[config.mk]
export PLATFORM = sky130hd
export DESIGN_NAME = if_stage_flat
export DESIGN_NICKNAME = d
export VERILOG_FILES = /design/src/rtl/if_stage_if.sv /design/src/rtl/if_stage.sv /design/src/flat_wrapper.sv
export SDC_FILE = /design/constraint.sdc
export NUM_CORES = 1
export LEC_CHECK = 0
export ABC_AREA = 1
export CAP_MARGIN = 5
export CORE_UTILIZATION = 44
export DETAILED_ROUTE_END_ITERATION = 6
export HOLD_SLACK_MARGIN = 0.03
export PLACE_DENSITY = 0.76
export RECOVER_POWER = 50
export SETUP_SLACK_MARGIN = 0.05
export SLEW_MARGIN = 10
export SYNTH_ARGS = -nofsm -noshare
export SYNTH_HDL_FRONTEND = slang
export SYNTH_SLANG_ARGS = --single-unit
export TNS_END_PERCENT = 100
[constraint.sdc]
create_clock -name clk -period 4.72 [get_ports clk]
set_clock_uncertainty 0.1 [all_clocks]
set_input_delay 0.472 -clock clk [delete_from_list [all_inputs] [get_ports clk]]
set_output_delay 0.472 -clock clk [all_outputs]
set_load 0.02 [all_outputs]
[src/rtl/if_stage_if.sv]
// Fetch-stage bus bundle: hazard/redirect controls, imem address/data and IF/ID payload.
// Build with FETCH_PERF_CNT_EN defined to carry the fetch/stall performance counters.
interface if_stage_if;
  localparam int unsigned XLEN = 32;

  logic            stall;
  logic            redirect_valid;
  logic [XLEN-1:0] redirect_pc;
  logic [XLEN-1:0] pc;
  logic [XLEN-1:0] instr;
  logic [XLEN-1:0] if_id_instr;
  logic [XLEN-1:0] if_id_pc;
  logic [XLEN-1:0] if_id_pc_plus4;
  logic            if_id_valid;
  logic            fetch_fault;
`ifdef FETCH_PERF_CNT_EN
  logic [XLEN-1:0] fetch_count;
  logic [XLEN-1:0] stall_count;

  modport master (
    input  stall, redirect_valid, redirect_pc, instr,
    output pc, if_id_instr, if_id_pc, if_id_pc_plus4, if_id_valid, fetch_fault,
    output fetch_count, stall_count
  );
  modport slave (
    output stall, redirect_valid, redirect_pc, instr,
    input  pc, if_id_instr, if_id_pc, if_id_pc_plus4, if_id_valid, fetch_fault,
    input  fetch_count, stall_count
  );
`else
  modport master (
    input  stall, redirect_valid, redirect_pc, instr,
    output pc, if_id_instr, if_id_pc, if_id_pc_plus4, if_id_valid, fetch_fault
  );
  modport slave (
    output stall, redirect_valid, redirect_pc, instr,
    input  pc, if_id_instr, if_id_pc, if_id_pc_plus4, if_id_valid, fetch_fault
  );
`endif
endinterface

[src/rtl/if_stage.sv]
// Instruction-fetch stage: PC register, IF/ID capture, stall/redirect/fault handling.
// Optional FETCH_PERF_CNT_EN adds free-running fetch and stall counters.
module if_stage #(
  parameter logic [31:0] RESET_PC   = 32'h0000_0000,
  parameter logic [31:0] NOP_INSTR  = 32'h0000_0013,
  parameter int unsigned IMEM_WORDS = 256
) (
  input logic        clk,
  input logic        rst,
  if_stage_if.master bus
);
  localparam int unsigned     XLEN     = 32;
  localparam logic [XLEN-1:0] PC_LIMIT = XLEN'(IMEM_WORDS * 4);

  typedef enum logic [1:0] {
    ACT_REDIRECT,
    ACT_STALL,
    ACT_FAULT,
    ACT_FETCH
  } act_e;

  act_e            act;
  logic [XLEN-1:0] pc_q;
  logic [XLEN-1:0] pc_plus4;
  logic [XLEN-1:0] instr_q;
  logic [XLEN-1:0] id_pc_q;
  logic [XLEN-1:0] id_pc_plus4_q;
  logic            valid_q;
  logic            fault_q;

  assign pc_plus4 = pc_q + XLEN'(4);

  // Per-edge action select; redirect beats stall, stall beats fault.
  always_comb begin
    act = ACT_FETCH;
    if (bus.redirect_valid)  act = ACT_REDIRECT;
    else if (bus.stall)      act = ACT_STALL;
    else if (pc_q >= PC_LIMIT) act = ACT_FAULT;
  end

  always_ff @(posedge clk or posedge rst) begin
    if (rst) begin
      pc_q          <= RESET_PC;
      instr_q       <= NOP_INSTR;
      id_pc_q       <= '0;
      id_pc_plus4_q <= '0;
      valid_q       <= 1'b0;
      fault_q       <= 1'b0;
    end else begin
      case (act)
        ACT_REDIRECT: begin
          pc_q          <= bus.redirect_pc & ~XLEN'(3);
          instr_q       <= NOP_INSTR;
          id_pc_q       <= '0;
          id_pc_plus4_q <= '0;
          valid_q       <= 1'b0;
          fault_q       <= 1'b0;
        end
        ACT_STALL: begin
        end
        ACT_FAULT: begin
          // PC parks on the bad address until a redirect or reset.
          instr_q       <= NOP_INSTR;
          id_pc_q       <= '0;
          id_pc_plus4_q <= '0;
          valid_q       <= 1'b0;
          fault_q       <= 1'b1;
        end
        default: begin
          pc_q          <= pc_plus4;
          instr_q       <= bus.instr;
          id_pc_q       <= pc_q;
          id_pc_plus4_q <= pc_plus4;
          valid_q       <= 1'b1;
          fault_q       <= 1'b0;
        end
      endcase
    end
  end

  assign bus.pc             = pc_q;
  assign bus.if_id_instr    = instr_q;
  assign bus.if_id_pc       = id_pc_q;
  assign bus.if_id_pc_plus4 = id_pc_plus4_q;
  assign bus.if_id_valid    = valid_q;
  assign bus.fetch_fault    = fault_q;

`ifdef FETCH_PERF_CNT_EN
  logic [XLEN-1:0] fetch_cnt_q;
  logic [XLEN-1:0] stall_cnt_q;

  always_ff @(posedge clk or posedge rst) begin
    if (rst) begin
      fetch_cnt_q <= '0;
      stall_cnt_q <= '0;
    end else begin
      if (act == ACT_FETCH) fetch_cnt_q <= fetch_cnt_q + XLEN'(1);
      if (act == ACT_STALL) stall_cnt_q <= stall_cnt_q + XLEN'(1);
    end
  end

  assign bus.fetch_count = fetch_cnt_q;
  assign bus.stall_count = stall_cnt_q;
`endif
endmodule

[src/flat_wrapper.sv]
// flat-port wrapper written by rule: the top's interface ports become plain ports
module if_stage_flat 
#(
  parameter logic [31:0] RESET_PC   = 32'h0000_0000,
  parameter logic [31:0] NOP_INSTR  = 32'h0000_0013,
  parameter int unsigned IMEM_WORDS = 256
)
  (clk, rst, bus_stall, bus_redirect_valid, bus_redirect_pc, bus_instr, bus_pc, bus_if_id_instr, bus_if_id_pc, bus_if_id_pc_plus4, bus_if_id_valid, bus_fetch_fault);
  if_stage_if bus_i ();
  input logic clk;
  input logic rst;
  input wire logic [$bits(bus_i.stall)-1:0] bus_stall;
  input wire logic [$bits(bus_i.redirect_valid)-1:0] bus_redirect_valid;
  input wire logic [$bits(bus_i.redirect_pc)-1:0] bus_redirect_pc;
  input wire logic [$bits(bus_i.instr)-1:0] bus_instr;
  output wire logic [$bits(bus_i.pc)-1:0] bus_pc;
  output wire logic [$bits(bus_i.if_id_instr)-1:0] bus_if_id_instr;
  output wire logic [$bits(bus_i.if_id_pc)-1:0] bus_if_id_pc;
  output wire logic [$bits(bus_i.if_id_pc_plus4)-1:0] bus_if_id_pc_plus4;
  output wire logic [$bits(bus_i.if_id_valid)-1:0] bus_if_id_valid;
  output wire logic [$bits(bus_i.fetch_fault)-1:0] bus_fetch_fault;
  assign bus_i.stall = bus_stall;
  assign bus_i.redirect_valid = bus_redirect_valid;
  assign bus_i.redirect_pc = bus_redirect_pc;
  assign bus_i.instr = bus_instr;
  assign bus_pc = bus_i.pc;
  assign bus_if_id_instr = bus_i.if_id_instr;
  assign bus_if_id_pc = bus_i.if_id_pc;
  assign bus_if_id_pc_plus4 = bus_i.if_id_pc_plus4;
  assign bus_if_id_valid = bus_i.if_id_valid;
  assign bus_fetch_fault = bus_i.fetch_fault;
  if_stage #(.RESET_PC(RESET_PC), .NOP_INSTR(NOP_INSTR), .IMEM_WORDS(IMEM_WORDS)) u_core (.clk(clk), .rst(rst), .bus(bus_i));
endmodule
---- Yosys cells after proc, flatten, opt, wreduce, memory -nomap -nowiden ----
Index checks and enable logic that the tools add are counted.
operators by class
  muxes and demuxes ....................... 9
  $add $sub $neg .......................... 1
  reduce and logical (&&, ||, !) cells .... 3
  equal/unequal tests ..................... 2
  order comparisons ....................... 1
operators by type and width
  kind                     number
  $pmux W32 S2             4
  $add A32 B3 Y32 const B  1
  $ge A32 B11 Y1 const B   1
  $mux W2                  2
  $pmux W1 S2              2
  $reduce_or A2 Y1         2
  $eq A2 B1 Y1 const B     1
  $eq A2 B2 Y1 const B     1
  $logic_not A2 Y1         1
  $mux W1                  1
storage, ports and cells
  output and inout port bits .............. 130
  register bits after elaboration ......... 130
  input bits .............................. 68
  word-level logic and storage cells ...... 22

---- Depth between registers and ports, before layout ----
Gate-level depths: netlist of run 1.
  depth after elaboration ................. 7
  gate-level depth with buffers ........... 15
  depth with buffers taken out ............ 12

---- Least setup slack after synthesis of run 1 ----
Ideal clock, no wire load.
  path kind ............................... flip-flop to flip-flop
  start ................................... register u_core.pc_q[18], in the netlist u_core.bus.pc[18]
  end ..................................... register u_core.pc_q[2], in the netlist u_core.bus.pc[2]
  setup slack ............................. 2066 ps
  setup time .............................. 136 ps
  path buffers ............................ 3
  arrival ................................. 2418 ps
  data required time ...................... 4484 ps
  period minus slack after synthesis ...... 2654 ps
  cell stages (with the launch flop) ...... 15
  cell sequence ........................... dfrtp_1 nor2_1 nand2_1 nor2_2 nand3_2 a21oi_4 buf_4 inv_1 ha_1 inv_1 clkbuf_1 clkbuf_1 nand2_1 o211ai_1 o21ai_0
between the ends
  word-level cells in the longest chain between the ends .. 7
  elaborated cells between the ends (all ways) .. 9
  classes of those cells .................. order compare (1); eq/ne (2); mux (4); reduce/logical (2)
RTL lines
  item                                                 line            RTL
  start, declared                                      if_stage.sv:23  logic [XLEN-1:0] pc_q;
  start signal, assigned                               if_stage.sv:52  pc_q <= bus.redirect_pc & ~XLEN'(3);
  start signal, assigned                               if_stage.sv:70  pc_q <= pc_plus4;
  $ge A32 B11 Y1 (*)                                   if_stage.sv:38  else if (pc_q >= PC_LIMIT) act = ACT_FAULT;
  $mux W1 (*)                                          if_stage.sv:38
  $mux W2 (*)                                          if_stage.sv:37  else if (bus.stall) act = ACT_STALL;
  $mux W2 (*)                                          if_stage.sv:36  if (bus.redirect_valid) act = ACT_REDIRECT;
  $eq A2 B1 Y1 / $eq A2 B2 Y1 (equally long branches)  if_stage.sv:50  case (act)
  $reduce_or A2 Y1 (no line)                           n/a
  $pmux W32 S2                                         if_stage.sv:50
Mark *: on every way between the ends. The rest lies on a longest branch, timed or not.
A chain may end at the register's enable or synchronous reset.

---- Worst setup path in the final report of run 1 ----
  start ................................... register u_core.pc_q[29], in the netlist u_core.bus.pc[29]
  end ..................................... register u_core.id_pc_q[14], in the netlist u_core.bus.if_id_pc[14]
between the ends
  word-level cells in the longest chain between the ends .. 7
  elaborated cells between the ends (all ways) .. 9
  classes of those cells .................. order compare (1); eq/ne (2); mux (4); reduce/logical (2)
RTL lines
  item                                                     line            RTL
  $ge A32 B11 Y1 (*)                                       if_stage.sv:38
  $mux W1 (*)                                              if_stage.sv:38
  $mux W2 (*)                                              if_stage.sv:37
  $mux W2 (*)                                              if_stage.sv:36
  $eq A2 B2 Y1 / $logic_not A2 Y1 (equally long branches)  if_stage.sv:50
  $reduce_or A2 Y1 (no line)                               n/a
  $pmux W32 S2                                             if_stage.sv:50
  end signal, assigned                                     if_stage.sv:72  id_pc_q <= pc_q;
  end, declared                                            if_stage.sv:26  logic [XLEN-1:0] id_pc_q;
Marks and branches as above.

==> results of run 1 <==
==> layout by cell type, fill, tap and decap left out, types with 6 or more instances in the layout <==
| cell type | synthesis | final |
|---|---|---|
| buf_4 | 6 | 6 |
| dlygate4sd3_1 | 0 | 65 |
| nor2_1 | 99 | 99 |
| o21ai_2 | 40 | 40 |
| o22ai_1 | 8 | 8 |
| nand3_1 | 41 | 41 |
| dfrtp_1 | 122 | 122 |
| inv_1 | 76 | 75 |
| o21ai_0 | 38 | 38 |
| clkbuf_16 | 0 | 17 |
| nand2_1 | 285 | 285 |
| xor2_1 | 6 | 6 |
| clkdlybuf4s50_1 | 0 | 128 |
| o21ai_1 | 21 | 21 |
==> how the worst max path moves through the flow <==
stage | startpoint | endpoint | slack [ps] | cells after the start
2_1_floorplan | rst | u_core.bus.fetch_fault | 830 | 1
6_report | u_core.bus.pc[29] | u_core.bus.if_id_pc[14] | 1180 | 10
4_1_cts | u_core.bus.pc[29] | u_core.bus.if_id_pc[14] | 1150 | 10
3_3_place_gp | bus_stall | u_core.bus.if_id_pc[17] | 1090 | 8
5_1_grt | u_core.bus.pc[29] | u_core.bus.if_id_pc[15] | 860 | 10
3_5_place_dp | bus_stall | u_core.bus.if_id_pc[14] | 1050 | 8
==> metrics by stage <==
step	utilization, %	area, µm²
2_1_floorplan	-	6290
3_3_place_gp	59.9	8320
3_5_place_dp	59.9	8320
4_1_cts	64.4	8940
5_1_grt	64.4	8940
6_report	64.4	8940
==> area by class of cell <==
type	instances	area [µm²]	share of cell area, %
flip-flops and latches	125	3130	35.0
clock buffers	21	480	5.38
well taps	180	225	2.52
multi-input cells	567	2660	29.7
inverters	81	305	3.42
repair buffers	200	2000	22.3
clock inverters	11	139	1.55
==> worst register-to-register path: cells and delay by family (launching register included) <==
family	cells	cell delay [ps]
buffers and inverters	2	860
adder cells (fa/ha/maj)	1	210
AO/OA/AOI/OAI	2	600
flip-flops	1	470
AND/OR/NAND/NOR	5	1170
==> routing by layer <==
| layer | global-route usage (%) | up-vias | wire (µm) |
|---|---|---|---|
| met5 | 0 | - | 0 |
| met4 | 8.72 | 0 | 286 |
| met3 | 6.34 | 21 | 1270 |
| met2 | 43.3 | 220 | 8750 |
| met1 | 33.8 | 2763 | 8070 |
| li1 | - | 2888 | - |
==> flip-flops by register name (all words and copies together) (netlist names) <==
| name | flops |
|---|---|
| u_core.bus.if_id_pc | 30 |
| u_core.bus.if_id_valid | 1 |
| u_core.bus.pc | 30 |
| u_core.bus.fetch_fault | 1 |
| u_core.bus.if_id_pc_plus4 | 31 |
| u_core.bus.if_id_instr | 32 |
==> kinds of logic (layout without fill, tap and decap cells) <==
logic type | count (synthesis) | count (layout)
xor+xnor | 7 | 7
fa+ha+maj | 5 | 5
flops | 125 | 125
compound gates | 114 | 114
buf+inv | 119 | 313
simple gates | 439 | 439
other cells | 1 | 2
==> power breakdown <==
group,total [mW],leakage (nW),switching [mW],internal (mW)
registers,1.33,1.63,0.139,1.19
clock network,1.36,0.305,0.477,0.881
logic,0.888,2.39,0.532,0.356
==> impl_metrics.csv, run 1 <==
group,metric,value,unit
clock_network,cts.path.max_buffers,2,
clock_network,cts_made_buffers,17,
outcome,status,"finished with violations",
synthesis,synth_top_family_by_area,"simple AND/OR/NAND/NOR gates",
pwr,power.total,3.57,mW
critical_path,worstPathArrival,3730,ps
synthesis,synthMuxAreaShare,0,%
floorplanning,die_w,122,µm
critical_path,critPathMaxFanout,38,
synthesis,synthTopCellsByArea,"dfrtp_1, nand2_1, nor2_1, o21ai_2, inv_1",
critical_path,cpMostUsedCell,"nor2_1",
critical_path,path_class,"reg -> reg",
min_path,whs_endpoint,"u_core.bus.if_id_instr[1]",
clock_network,clkSlewWorstSetupHoldPaths,60,ps
grt,grt_pass1_vias,5739,
placement,io_buffers,193,
run,cap_violations,1,
critical_path,critPathTopFamily,"simple AND/OR/NAND/NOR gates",
critical_path,path_buf_inv,2,
timing,rsz0062_at_grt,"no",
floorplanning,rows,43,
placement,pre_cts_ws,1050,ps
drt,drc,0,
timing,setup_viol,0,
floorplanning,die_h,122,µm
clock_network,cts_tree,"yes",
synthesis,yosys-top-cells-count,"nand2_1, dfrtp_1, nor2_1",
clock_network,ctsHoldBuffers,0,
placement,placed_cells,1153,
synthesis,syn_area,6280,µm²
cells_and_area,antenna_cells,0,
synthesis,synth_adder_area_share,0.996,%
drt,drt-initial-drc-count,423,
critical_path,worstSetupStartpointType,"register",
drt,vias,5892,
grt,gr-total-overflow,0,
critical_path,end_kind,"register",
pwr,max-vdd-ir-drop,241,µV
synthesis,ys.flop_type,"dfrtp_1",
grt,grt_pass1_wl,29.6,mm
floorplanning,core_area,13900,µm²
clock_network,clock-sinks,125,
synthesis,syn_avg_cell_area,7.76,µm²
floorplanning,ios,198,
synthesis,synth-simple-area-share,28.1,%
timing,slew_viol_final,70,
timing,fin_crit_sh,75.0,%
critical_path,worstReg2RegStart,"u_core.bus.pc[29]",
pwr,cellLeakagePower,4.32,nW
drt,drt_wl_total,18.4,mm
floorplanning,die_area,14800,µm²
critical_path,critPathRequiredTime,4910,ps
synthesis,ys_ff_latch,125,
drt,wl_per_cell,15.5,µm
critical_path,cpPeakStageDelay,680,ps
clock_network,cts_resized,0,
synthesis,synthXorXnorAreaFrac,0.976,%
pwr,power_density,400,nW/µm²
min_path,hold_depth,2,
clock_network,cts-root-buf,"clkbuf_16",
clock_network,htree_num_levels,4,
synthesis,yosysWarnings,0,
min_path,hp-start,"u_core.bus.if_id_instr[1]",
synthesis,synth_most_common_cell,"nand2_1",
timing,hold_viol,0,
drt,ant_nets,0,
placement,routabilityCongestion,0.899,
critical_path,path_cells,"nor2_1 > nand2_1 > nor2_1 > nand3_2 > a21oi_4 > ha_4 > clkinv_1 > nand3_4 > buf_4 > o21ai_0",
timing,finalWorstSetupSlack,1180,ps
cells_and_area,n_fill_cell,1247,
drt,viasPerCell,4.97,
synthesis,synthCells,810,
timing,fmax,0.283,GHz
cells_and_area,fin_cells,1185,
synthesis,async_flop_share,100,%
min_path,hold_path_class,"reg -> reg",
outcome,violations,"max-capacitance violations, max-slew violations",
timing,maxSlewHeadroom,-107,%
placement,place_hpwl,13.0,mm
grt,grt_use_total,26.3,%
synthesis,synth_cell_types,33,
critical_path,r2r_cells,10,
cells_and_area,drive_above_1_share,9.65,%
timing,holdWs,366,ps
clock_network,clk_latency,420,ps
synthesis,synth_compound_area_share,12.0,%
cells_and_area,nets,1065,
timing,worst_slew_pin_slew,3090,ps
grt,grt_max_degree,96,
critical_path,timing.rr.end,"u_core.bus.if_id_pc[14]",
timing,final.setup.tns,0,ps
grt,grt_antenna_before_repair,0,
critical_path,regToRegSetupSlack,1180,ps
synthesis,synth_edf_count,0,
synthesis,synth_top_cell_by_area,"dfrtp_1",
clock_network,post_cts_buffers,0,
floorplanning,start_util,45.3,%
timing,min_period,3540,ps
synthesis,seq_area_frac_synth,49.8,%
drt,first_pass_iters,5,
critical_path,crit_slowest_cell,"nand3_4",
synthesis,synth_top_cell_area_share,48.6,%
cells_and_area,area_delta_synth_final,42.2,%
Power figures use the tool's default switching activity.
==> run 2: changes to the inputs <==
clock period = 3.6 ns   (was 4.72 ns; I/O delays follow)
==> impl_metrics.csv, run 2 (same netlist as run 1, synthesis figures left out) <==
group,metric,value,unit
outcome,status,"finished with violations",
outcome,violations,"max-capacitance violations, max-slew violations",
placement,io_buffers,193,
timing,worst_slew_pin_slew,1750,ps
timing,fin_crit_sh,75.7,%
timing,fmax,0.367,GHz
pwr,netSwitchingPower,1.46,mW
clock_network,cts-root-buf,"clkbuf_16",
clock_network,htree_num_levels,4,
grt,grt_pass1_vias,5682,
clock_network,clk_latency,410,ps
drt,drt_wl_total,18.1,mm
floorplanning,die_w,122,µm
grt,grt_max_degree,126,
timing,final.setup.tns,0,ps
critical_path,crit_start,"u_core.bus.pc[11]",
critical_path,worstReg2RegStart,"u_core.bus.pc[11]",
pwr,power_frac_clock,37.1,%
drt,viasPerCell,4.99,
critical_path,end_kind,"register",
clock_network,clock-sinks,125,
timing,rsz0062_at_grt,"no",
timing,setup_viol,0,
clock_network,cts_tree,"yes",
floorplanning,die_area,14800,µm²
grt,grt_pass1_wl,28.9,mm
cells_and_area,fin_area,8940,µm²
drt,drt-initial-drc-count,432,
grt,gr-total-overflow,0,
critical_path,critPathRequiredTime,3840,ps
floorplanning,core_area,13900,µm²
timing,hold_viol,0,
drt,vias,5931,
grt,grt_use_total,25.7,%
cells_and_area,largest_register_ffs,32,
cells_and_area,n_fill_cell,1257,
pwr,cellLeakagePower,4.32,nW
clock_network,cts_resized,0,
pwr,pwr-share-seq,37.7,%
critical_path,critPathMaxFanout,26,
placement,placed_area,8360,µm²
clock_network,cts_made_buffers,17,
critical_path,r2r_cells,11,
cells_and_area,drive_above_1_share,9.32,%
drt,drc,0,
timing,slew_viol_final,126,
critical_path,crit_path_end,"u_core.bus.pc[24]",
drt,ant_nets,0,
floorplanning,rows,43,
pwr,p_int,3.15,mW
critical_path,path_class,"reg -> reg",
floorplanning,die_h,122,µm
grt,grt_antenna_before_repair,0,
pwr,switching_share,31.7,%
critical_path,worstSetupStartpointType,"register",
placement,routabilityCongestion,0.898,
timing,min_period,2720,ps
run,cap_violations,1,
clock_network,ctsHoldBuffers,0,
clock_network,cts.path.max_buffers,2,
critical_path,timing.rr.end,"u_core.bus.pc[24]",
drt,wl_per_cell,15.2,µm
critical_path,regToRegSetupSlack,880,ps
cells_and_area,area_delta_synth_final,42.3,%
pwr,power.total,4.61,mW
cells_and_area,nets,1069,
cells_and_area,antenna_cells,0,
timing,maxSlewHeadroom,-16.4,%
cells_and_area,layout_commonest_cell,"nand2_1",
drt,first_pass_iters,5,
floorplanning,start_util,45.3,%
placement,place_hpwl,12.9,mm
clock_network,clkSlewWorstSetupHoldPaths,50,ps
critical_path,worstPathArrival,2970,ps
clock_network,post_cts_buffers,0,
pwr,p_comb_share,25.2,%
pwr,power_density,516,nW/µm²
cells_and_area,most-common-layout-cells,"nand2_1, clkdlybuf4s50_1, dfrtp_1",
floorplanning,ios,198,
min_path,hold_path_class,"reg -> reg",
pwr,max-vdd-ir-drop,305,µV
==> run 2: changes by cell type in the layout (fill, tap and decap cells not counted) <==
cell / previous run / this run
clkinv_2: 5 / 1
clkinvlp_4: 2 / 3
clkinvlp_2: 1 / 0
buf_4: 6 / 9
clkbuf_1: 0 / 7
clkbuf_8: 4 / 2
clkinv_4: 1 / 0
clkbuf_4: 0 / 1
==> run 2: layout make-up <==
cell class,instances,area [µm²],share of cell area [%]
tap,180,225,2.52
multi-input combinational,567,2660,29.7
clock buffer,26,479,5.36
clock inverter,6,110,1.23
timing repair buffer,204,2030,22.7
sequential,125,3130,35.0
inverter,81,308,3.44
==> run 2: per-layer routing <==
layer  vias to the layer above  GRT usage [%]  wire length (µm)
met1                      2771           33.2              7990
met3                        37           5.78              1220
met4                         0           11.1               467
met5                         -           1.39                 0
met2                       213           41.1              8370
li1                       2910              -                 -
==> run 2: critical path, stage by stage, from the launching register on <==
cell      delay [ps]
dfrtp_1          460
inv_2            100
nand2_1           60
nor2_1           210
nand3_2          180
a21oi_4          210
ha_4             310
clkinv_1         410
buf_4            360
nor2_1           130
nand2_1           60
nand2_1           50
==> run 2: power groups by stage <==
stage	clock network (mW)	registers [mW]	logic, mW
2_1_floorplan	0	1.90	0.467
3_3_place_gp	0	1.75	1.17
3_5_place_dp	0	1.76	1.19
4_1_cts	1.74	1.74	1.20
5_1_grt	1.81	1.76	1.27
6_report	1.71	1.74	1.16
==> run 2: stage by stage <==
stage | instances | setup WS, ps | util, % | hold WS [ps]
CTS | 1189 | 892 | 64.5 | 376
global placement | 1157 | 924 | 60.2 | 360
global route | 1189 | 685 | 64.4 | 389
detailed placement | 1157 | 866 | 60.2 | 364
floorplan | 811 | 946 | - | 393
finish | 1189 | 876 | 64.4 | 372
==> run 2: how the worst min path moves through the flow <==
stage,start,to,cells after the start
2_1_floorplan,bus_instr[25],u_core.bus.if_id_instr[25],2
3_3_place_gp,u_core.bus.if_id_instr[0],u_core.bus.if_id_instr[0],2
3_5_place_dp,u_core.bus.fetch_fault,u_core.bus.fetch_fault,2
4_1_cts,bus_instr[26],u_core.bus.if_id_instr[26],3
5_1_grt,u_core.bus.if_id_pc_plus4[4],u_core.bus.if_id_pc_plus4[4],2
6_report,u_core.bus.if_id_instr[14],u_core.bus.if_id_instr[14],2
==> run 3: changes to the inputs <==
clock period = 2.6 ns   (was 3.6 ns; I/O delays follow)
==> impl_metrics.csv, run 3 (same netlist as run 1, synthesis figures left out) <==
group,metric,value,unit
drt,drt_wl_total,18.1,mm
clock_network,clk_latency,430,ps
grt,grt_use_total,25.7,%
floorplanning,rows,43,
floorplanning,die_area,14800,µm²
critical_path,worstSetupStartpointType,"register",
drt,drt-initial-drc-count,464,
timing,setup_viol,0,
pwr,pwr-share-seq,36.0,%
clock_network,ctsHoldBuffers,0,
drt,ant_nets,0,
clock_network,cts_tree,"yes",
outcome,violations,"max-capacitance violations, max-slew violations",
cells_and_area,utilization,65.6,%
critical_path,timing.rr.end,"u_core.bus.pc[4]",
timing,worst_slew_pin_slew,1760,ps
critical_path,r2r_cells,12,
critical_path,path_class,"reg -> reg",
cells_and_area,most-common-layout-cells,"nand2_1, clkdlybuf4s50_1, dfrtp_1",
floorplanning,die_w,122,µm
pwr,power_frac_clock,36.6,%
critical_path,worstReg2RegStart,"u_core.bus.pc[12]",
timing,final.setup.tns,0,ps
min_path,hold_path_class,"in -> reg",
cells_and_area,layout_commonest_cell,"nand2_1",
clock_network,cts.path.max_buffers,2,
run,cap_violations,1,
cells_and_area,antenna_cells,0,
min_path,hold_depth,3,
grt,grt_max_degree,126,
placement,io_buffers,193,
grt,gr-total-overflow,0,
grt,grt_pass1_vias,5658,
timing,hold_viol,0,
pwr,netSwitchingPower,2.06,mW
drt,drc,0,
critical_path,regToRegSetupSlack,240,ps
cells_and_area,drive_above_1_share,11.3,%
clock_network,post_cts_buffers,0,
grt,grt_pass1_wl,28.7,mm
clock_network,cts_made_buffers,17,
grt,grt_antenna_before_repair,0,
critical_path,critPathRequiredTime,2800,ps
pwr,p_int,4.41,mW
cells_and_area,nets,1087,
drt,wl_per_cell,15.0,µm
critical_path,crit_path_end,"u_core.bus.pc[4]",
pwr,power_density,710,nW/µm²
pwr,cellLeakagePower,4.43,nW
drt,vias,6022,
critical_path,end_kind,"register",
floorplanning,ios,198,
clock_network,htree_num_levels,4,
pwr,power.total,6.47,mW
floorplanning,start_util,45.3,%
drt,first_pass_iters,6,
timing,fmax,0.423,GHz
clock_network,cts-root-buf,"clkbuf_16",
cells_and_area,area_delta_synth_final,44.9,%
timing,maxSlewHeadroom,-17.0,%
cells_and_area,largest_register_ffs,32,
timing,min_period,2360,ps
floorplanning,die_h,122,µm
floorplanning,core_area,13900,µm²
pwr,max-vdd-ir-drop,437,µV
clock_network,cts_resized,0,
timing,slew_viol_final,126,
placement,routabilityCongestion,0.938,
timing,rsz0062_at_grt,"no",
drt,viasPerCell,4.99,
critical_path,worstPathArrival,2560,ps
pwr,p_comb_share,27.4,%
critical_path,critPathMaxFanout,37,
critical_path,crit_start,"u_core.bus.pc[12]",
placement,place_hpwl,13.0,mm
pwr,switching_share,31.8,%
timing,fin_crit_sh,90.9,%
clock_network,clkSlewWorstSetupHoldPaths,50,ps
clock_network,clock-sinks,125,
outcome,status,"finished with violations",
[run 3: cell count changes in the layout (fill, tap and decap cells not counted), sizes merged]
| cell | delta |
|---|---|
| bufinv | -1 |
| clkinvlp | -1 |
| buf | +18 |
| clkinv | +2 |
[run 3: cell type report]
class	count	area (µm²)
clock buffers	26	509
repair buffers	222	2190
clock inverters	6	82.6
fillers	1188	4780
well taps	180	225
inverters	81	309
multi-input cells	567	2660
flip-flops and latches	125	3130
[run 3: power by group through the flow]
| stage | Combinational (mW) | Sequential (mW) | Clock (mW) |
|---|---|---|---|
| floorplan | 0.648 | 2.64 | 0 |
| finish | 1.77 | 2.33 | 2.37 |
| CTS | 1.81 | 2.33 | 2.39 |
| detailed placement | 1.80 | 2.36 | 0 |
| global placement | 1.79 | 2.35 | 0 |
| global route | 1.93 | 2.35 | 2.49 |
[run 3: worst max-delay path: stages, from the launching register on]
cell and delay (ps):
dfrtp_1 440, nor2_1 120, nand2_1 60, nor2_1 210, nand3_2 180, a21oi_4 210, inv_1 90, ha_1 210
inv_1 120, buf_12 210, nand2_1 80, o211ai_1 80, o21ai_0 100
[run 3: stage by stage]
step | setup slack (ps) | instance area (µm²) | hold WS (ps) | std cells
finish | 238 | 9100 | 282 | 1207
global route | 63.9 | 9100 | 281 | 1207
CTS | 261 | 9120 | 277 | 1207
detailed placement | 280 | 8520 | 364 | 1175
global placement | 348 | 8520 | 361 | 1175
floorplan | 86.0 | 6290 | 293 | 811
[run 3: worst min-delay path by stage]
stage	start	endpoint	slack, ps
after floorplan	bus_instr[25]	u_core.bus.if_id_instr[25]	290
after global placement	u_core.bus.if_id_instr[4]	u_core.bus.if_id_instr[4]	360
after detailed placement	u_core.bus.if_id_instr[4]	u_core.bus.if_id_instr[4]	360
after CTS	bus_instr[30]	u_core.bus.if_id_instr[30]	280
after global routing	bus_instr[30]	u_core.bus.if_id_instr[30]	280
final	bus_instr[30]	u_core.bus.if_id_instr[30]	280
[run 3: layer usage]
metal,share of wire [%],GRT usage (%),routed length [µm]
met1,43,33.9,7750
met4,2.1,11.3,371
met2,47,39.8,8500
met3,8.0,6.63,1440
met5,0,0,0
